## src/rtl/reg_mem_arbiter.sv

```systemverilog
// rtl/reg_mem_arbiter.sv - two-requester round-robin arbiter and access sequencer for reg_mem
// IDLE grants and captures the request, ACCESS drives reg_mem for one cycle, DONE pulses the ack.
module reg_mem_arbiter #(
   parameter int DATA_WIDTH = 8,
   parameter int ADDR_BITS  = 5
) (
   input  logic                  clk,
   input  logic                  rst_n,
   input  logic                  req0,
   input  logic                  we0,
   input  logic [ADDR_BITS-1:0]  addr0,
   input  logic [DATA_WIDTH-1:0] wdata0,
   input  logic                  req1,
   input  logic                  we1,
   input  logic [ADDR_BITS-1:0]  addr1,
   input  logic [DATA_WIDTH-1:0] wdata1,
   output logic                  ack0,
   output logic                  ack1,
   output logic [DATA_WIDTH-1:0] rdata,
   output logic                  busy,
   output logic [ADDR_BITS-1:0]  mem_addr,
   output logic [DATA_WIDTH-1:0] mem_data_in,
   output logic                  mem_wen,
   input  logic [DATA_WIDTH-1:0] mem_data_out
);

   typedef enum logic [1:0] {IDLE, ACCESS, DONE} state_t;

   state_t state;
   logic   last;
   logic   gnt;
   logic   we_q;
   logic   grant0;
   logic   grant1;

   // requester 0 wins unless requester 1 also asks and 0 was served last
   assign grant0 = req0 && (!req1 || last);
   assign grant1 = req1 && !grant0;

   assign mem_wen = (state == ACCESS) && we_q;
   assign busy    = (state != IDLE);

   always_ff @(posedge clk or negedge rst_n) begin
      if (!rst_n) begin
         state       <= IDLE;
         last        <= 1'b1;
         gnt         <= 1'b0;
         we_q        <= 1'b0;
         ack0        <= 1'b0;
         ack1        <= 1'b0;
         rdata       <= '0;
         mem_addr    <= '0;
         mem_data_in <= '0;
      end else begin
         case (state)
            IDLE: begin
               if (grant0 || grant1) begin
                  gnt         <= grant1;
                  last        <= grant1;
                  mem_addr    <= grant1 ? addr1 : addr0;
                  mem_data_in <= grant1 ? wdata1 : wdata0;
                  we_q        <= grant1 ? we1 : we0;
                  state       <= ACCESS;
               end
            end
            ACCESS: begin
               if (!we_q) begin
                  rdata <= mem_data_out;
               end
               ack0  <= !gnt;
               ack1  <= gnt;
               state <= DONE;
            end
            DONE: begin
               ack0  <= 1'b0;
               ack1  <= 1'b0;
               state <= IDLE;
            end
            default: begin
               state <= IDLE;
            end
         endcase
      end
   end

endmodule
```

## config.mk

```make
export PLATFORM = sky130hd
export DESIGN_NAME = reg_mem_arbiter
export DESIGN_NICKNAME = d
export VERILOG_FILES = /design/src/rtl/reg_mem_arbiter.sv
export SDC_FILE = /design/constraint.sdc
export NUM_CORES = 1
export LEC_CHECK = 0
export BUFFER_PORTS_ARGS = -buffer_cell sky130_fd_sc_hd__buf_2
export CORE_ASPECT_RATIO = 1.1
export CORE_MARGIN = 4
export CORE_UTILIZATION = 33
export DETAILED_ROUTE_END_ITERATION = 10
export GPL_TIMING_DRIVEN = 0
export PLACE_DENSITY = 0.73
export SLEW_MARGIN = 20
export SYNTH_ARGS = -nofsm -noshare
export SYNTH_HDL_FRONTEND = slang
export SYNTH_SLANG_ARGS = --single-unit
export TNS_END_PERCENT = 5
```

## constraint.sdc

```tcl
create_clock -name clk -period 4 [get_ports clk]
set_input_delay 0.6 -clock clk [delete_from_list [all_inputs] [get_ports clk]]
set_output_delay 0.6 -clock clk [all_outputs]
set_load 0.02 [all_outputs]
```

==> flow_summary_export.csv <==
group,metric,value,unit
cts,htreeDepth,1,
logic_synthesis,synth_top_family_by_area,"compound AO/OA/AOI/OAI gates",
cts,ctsLongestPathBuffers,2,
global_route,grt_pass1_wl,5190,um
setup_path,worstSetupEndpointType,"output port",
placement,dp_hpwl,2430,um
sta,min_period_over_period,46.5,%
setup_path,path_buf_inv,3,
logic_synthesis,yosysWarnings,0,
setup_path,r2r_cells,6,
setup_path,path_delay_family,"flip-flops",
placement,place_ws,2340,ps
route,num_vias,1087,
global_route,grt_pass1_vias,1139,
pwr,leakage,0.000855,uW
die,die_h,72.7,um
sta,finalSetupTns,0,ps
global_route,groute.usage.overall,14.0,%
placement,dp_cells,237,
global_route,grt_overflow_total,0,
cts,clkSinkCount,28,
cells_and_area,insertedDiodeCount,0,
die,core_area,3650,sq um
logic_synthesis,syn_inst,123,
sta,tightest_slew,629,ps
route,first_pass_iters,4,
setup_path,crit_top_cell,"inv_1",
sta,hold_viol_final,0,
sta,drv_slew,0,
pwr,cellPowerDensity,827,nW/um^2
setup_path,r2r_slack,2490,ps
run,maxCapViolations,0,
setup_path,critPathLaunchType,"register",
cts,clock_latency,270,ps
die,start_util,34.3,%
sta,rsz0062_at_grt,"no",
logic_synthesis,syn_nets,167,
route,drt.antenna.violating_nets,0,
placement,gp_congestion,0.720,
die,die_area,4850,sq um
setup_path,crit_fanout,4,
sta,min_period,1860,ps
cts,ctsHoldBuffers,0,
sta,fmax,0.538,GHz
sta,setup_viol,0,
setup_path,required,3400,ps
setup_path,timing.rr.end,"mem_addr[2]$_DFFE_PN0P_",
cells_and_area,fin_nets,236,
route,totalWireLength,3130,um
logic_synthesis,synth_simple_gate_area_share,11.5,%
cts,post-cts-setup-buffers,0,
cells_and_area,stdcell_area,1710,sq um
global_route,antenna_found_initial,0,
logic_synthesis,synth_compound_area_share,15.8,%
global_route,grt_max_degree,29,
logic_synthesis,synthXorXnorAreaFrac,0,%
logic_synthesis,syn_area,1250,sq um
cts,cts-root-buf,"clkbuf_8",
pwr,peakVddDrop,0.000232,V
cts,tritoncts,"done",
cts,ctsResizeCount,0,
route,drtIter0Drc,70,
cells_and_area,syn_to_final_growth,36.2,%
setup_path,path_class,"reg2out",
setup_path,cpPeakStageDelay,420,ps
cts,cts-buffers-inserted,3,
logic_synthesis,synthAdderAreaFrac,3.99,%
placement,io_buffers,64,
route,viasPerCell,4.51,
pwr,p_total,1410,uW
sta,fin_ws,2140,ps
setup_path,cp.arrival,1260,ps
logic_synthesis,seq_area_frac_synth,55.9,%
route,post_drt_wl_per_cell,13.0,um
cells_and_area,drive_above_1_share,45.0,%
sta,fin_skew,6.58,ps
placement,placed_area,1640,sq um
cells_and_area,final_cells,241,
status,status,"complete, no violations",
die,ios,65,
setup_path,cpMaxStageDelayCell,"dfrtp_1",
min_path,min_path_type,"in2async",
logic_synthesis,synth_cell_types,19,
setup_path,path_cells,"inv_1 -> ha_1 -> inv_1 -> buf_2",
setup_path,r2r_start,"state[0]$_DFFE_PN0P_",
die,die-width,66.8,um
logic_synthesis,synth.area.mux_share,8.97,%
cts,clk_pin_slew_worst_paths,100,ps
die,row_count,23,
sta,slew_headroom,58.1,%
logic_synthesis,synth-seq-cells,28,
route,remaining_drc_errors,0,
logic_synthesis,syn_avg_cell_area,10.2,sq um
power by group:
| part | total (uW) | switching [uW] | internal [uW] | leakage (uW) |
|---|---|---|---|---|
| sequential | 503 | 73.8 | 429 | 0.000322 |
| combinational | 689 | 418 | 271 | 0.000497 |
| clock | 221 | 87.2 | 134 | 0.0000357 |
cells in the final DEF (no fill, tap or decap):
master      n
a21bo_1     1
nor2_1     16
inv_1       4
ha_1        4
a21boi_2    1
o21ai_0     3
nand3b_1    1
buf_2      67
o21ai_2     1
bufinv_16   1
nand2_1    17
and2_1      1
mux2_2     10
dfstp_2     1
buf_4       1
dfrtp_1    27
nor2b_1     1
o21a_1      1
a21oi_1    29
clkbuf_8    3
buf_6       1
sequential cells by signal (all words and copies together) (netlist names):
register / cells
ack0: 1
ack1: 1
gnt: 1
last: 1
mem_addr: 5
mem_data_in: 8
rdata: 8
state: 2
we_q: 1
Yosys cell counts:
| master | instances | area, sq um |
|---|---|---|
| a21bo_1 | 1 | 10.0 |
| a21boi_2 | 1 | 11.3 |
| a21oi_1 | 29 | 145 |
| and2_1 | 1 | 6.26 |
| buf_2 | 3 | 15.0 |
| buf_4 | 1 | 7.51 |
| buf_6 | 1 | 11.3 |
| dfrtp_1 | 27 | 676 |
| dfstp_2 | 1 | 26.3 |
| ha_1 | 4 | 50.1 |
| inv_1 | 4 | 15.0 |
| mux2_2 | 10 | 113 |
| nand2_1 | 17 | 63.8 |
| nand3b_1 | 1 | 7.51 |
| nor2_1 | 16 | 60.1 |
| nor2b_1 | 1 | 6.26 |
| o21a_1 | 1 | 7.51 |
| o21ai_0 | 3 | 15.0 |
| o21ai_2 | 1 | 8.76 |
worst reg2reg max path: cells and delay by family, from the launching register on:
family / cells / cell delay, ps
compound gates: 2 / 350
buf+inv: 2 / 380
flops: 1 / 420
fa+ha+maj: 1 / 230
simple gates: 1 / 70
metal layers:
layer | track usage [%] | part of all wire (%) | vias to the layer above
met5 | 0 | 0 | -
met4 | 5.42 | 1.1 | 0
met3 | 1.54 | 4.6 | 2
li1 | - | - | 548
met2 | 26.2 | 54 | 30
met1 | 16.0 | 40 | 507
metrics by stage:
stage	util (%)	hold WS, ps
floorplan	-	304
global placement	44.8	480
detailed placement	44.8	491
CTS	46.8	360
global route	46.8	391
finish	46.8	337
cell families after synthesis:
| group | count (synthesis) |
|---|---|
| AO/OA/AOI/OAI | 36 |
| adder cells (fa/ha/maj) | 4 |
| buffers and inverters | 9 |
| flip-flops | 28 |
| multiplexers | 10 |
| AND/OR/NAND/NOR | 36 |
worst max-delay path by stage:
stage / start / endpoint / slack (ps) / cells after the start
after floorplan: state[0]$_DFFE_PN0P_ / busy / 2580 / 3
after global placement: req1 / mem_addr[2]$_DFFE_PN0P_ / 2380 / 5
after detailed placement: req1 / mem_data_in[5]$_DFFE_PN0P_ / 2340 / 5
after CTS: state[0]$_DFFE_PN0P_ / busy / 2130 / 4
after global routing: state[0]$_DFFE_PN0P_ / busy / 2050 / 4
final: state[0]$_DFFE_PN0P_ / busy / 2140 / 4
layout make-up:
type / instances / area, sq um
sequential: 28 / 702
timing repair buffer: 64 / 320
fill: 377 / 1950
tap: 50 / 62.6
clock buffer: 3 / 41.3
buffer: 5 / 33.8
inverter: 4 / 15.0
clock inverter: 1 / 30.0
multi-input combinational: 86 / 504
Note: power is estimated with default switching activity, not from simulation.
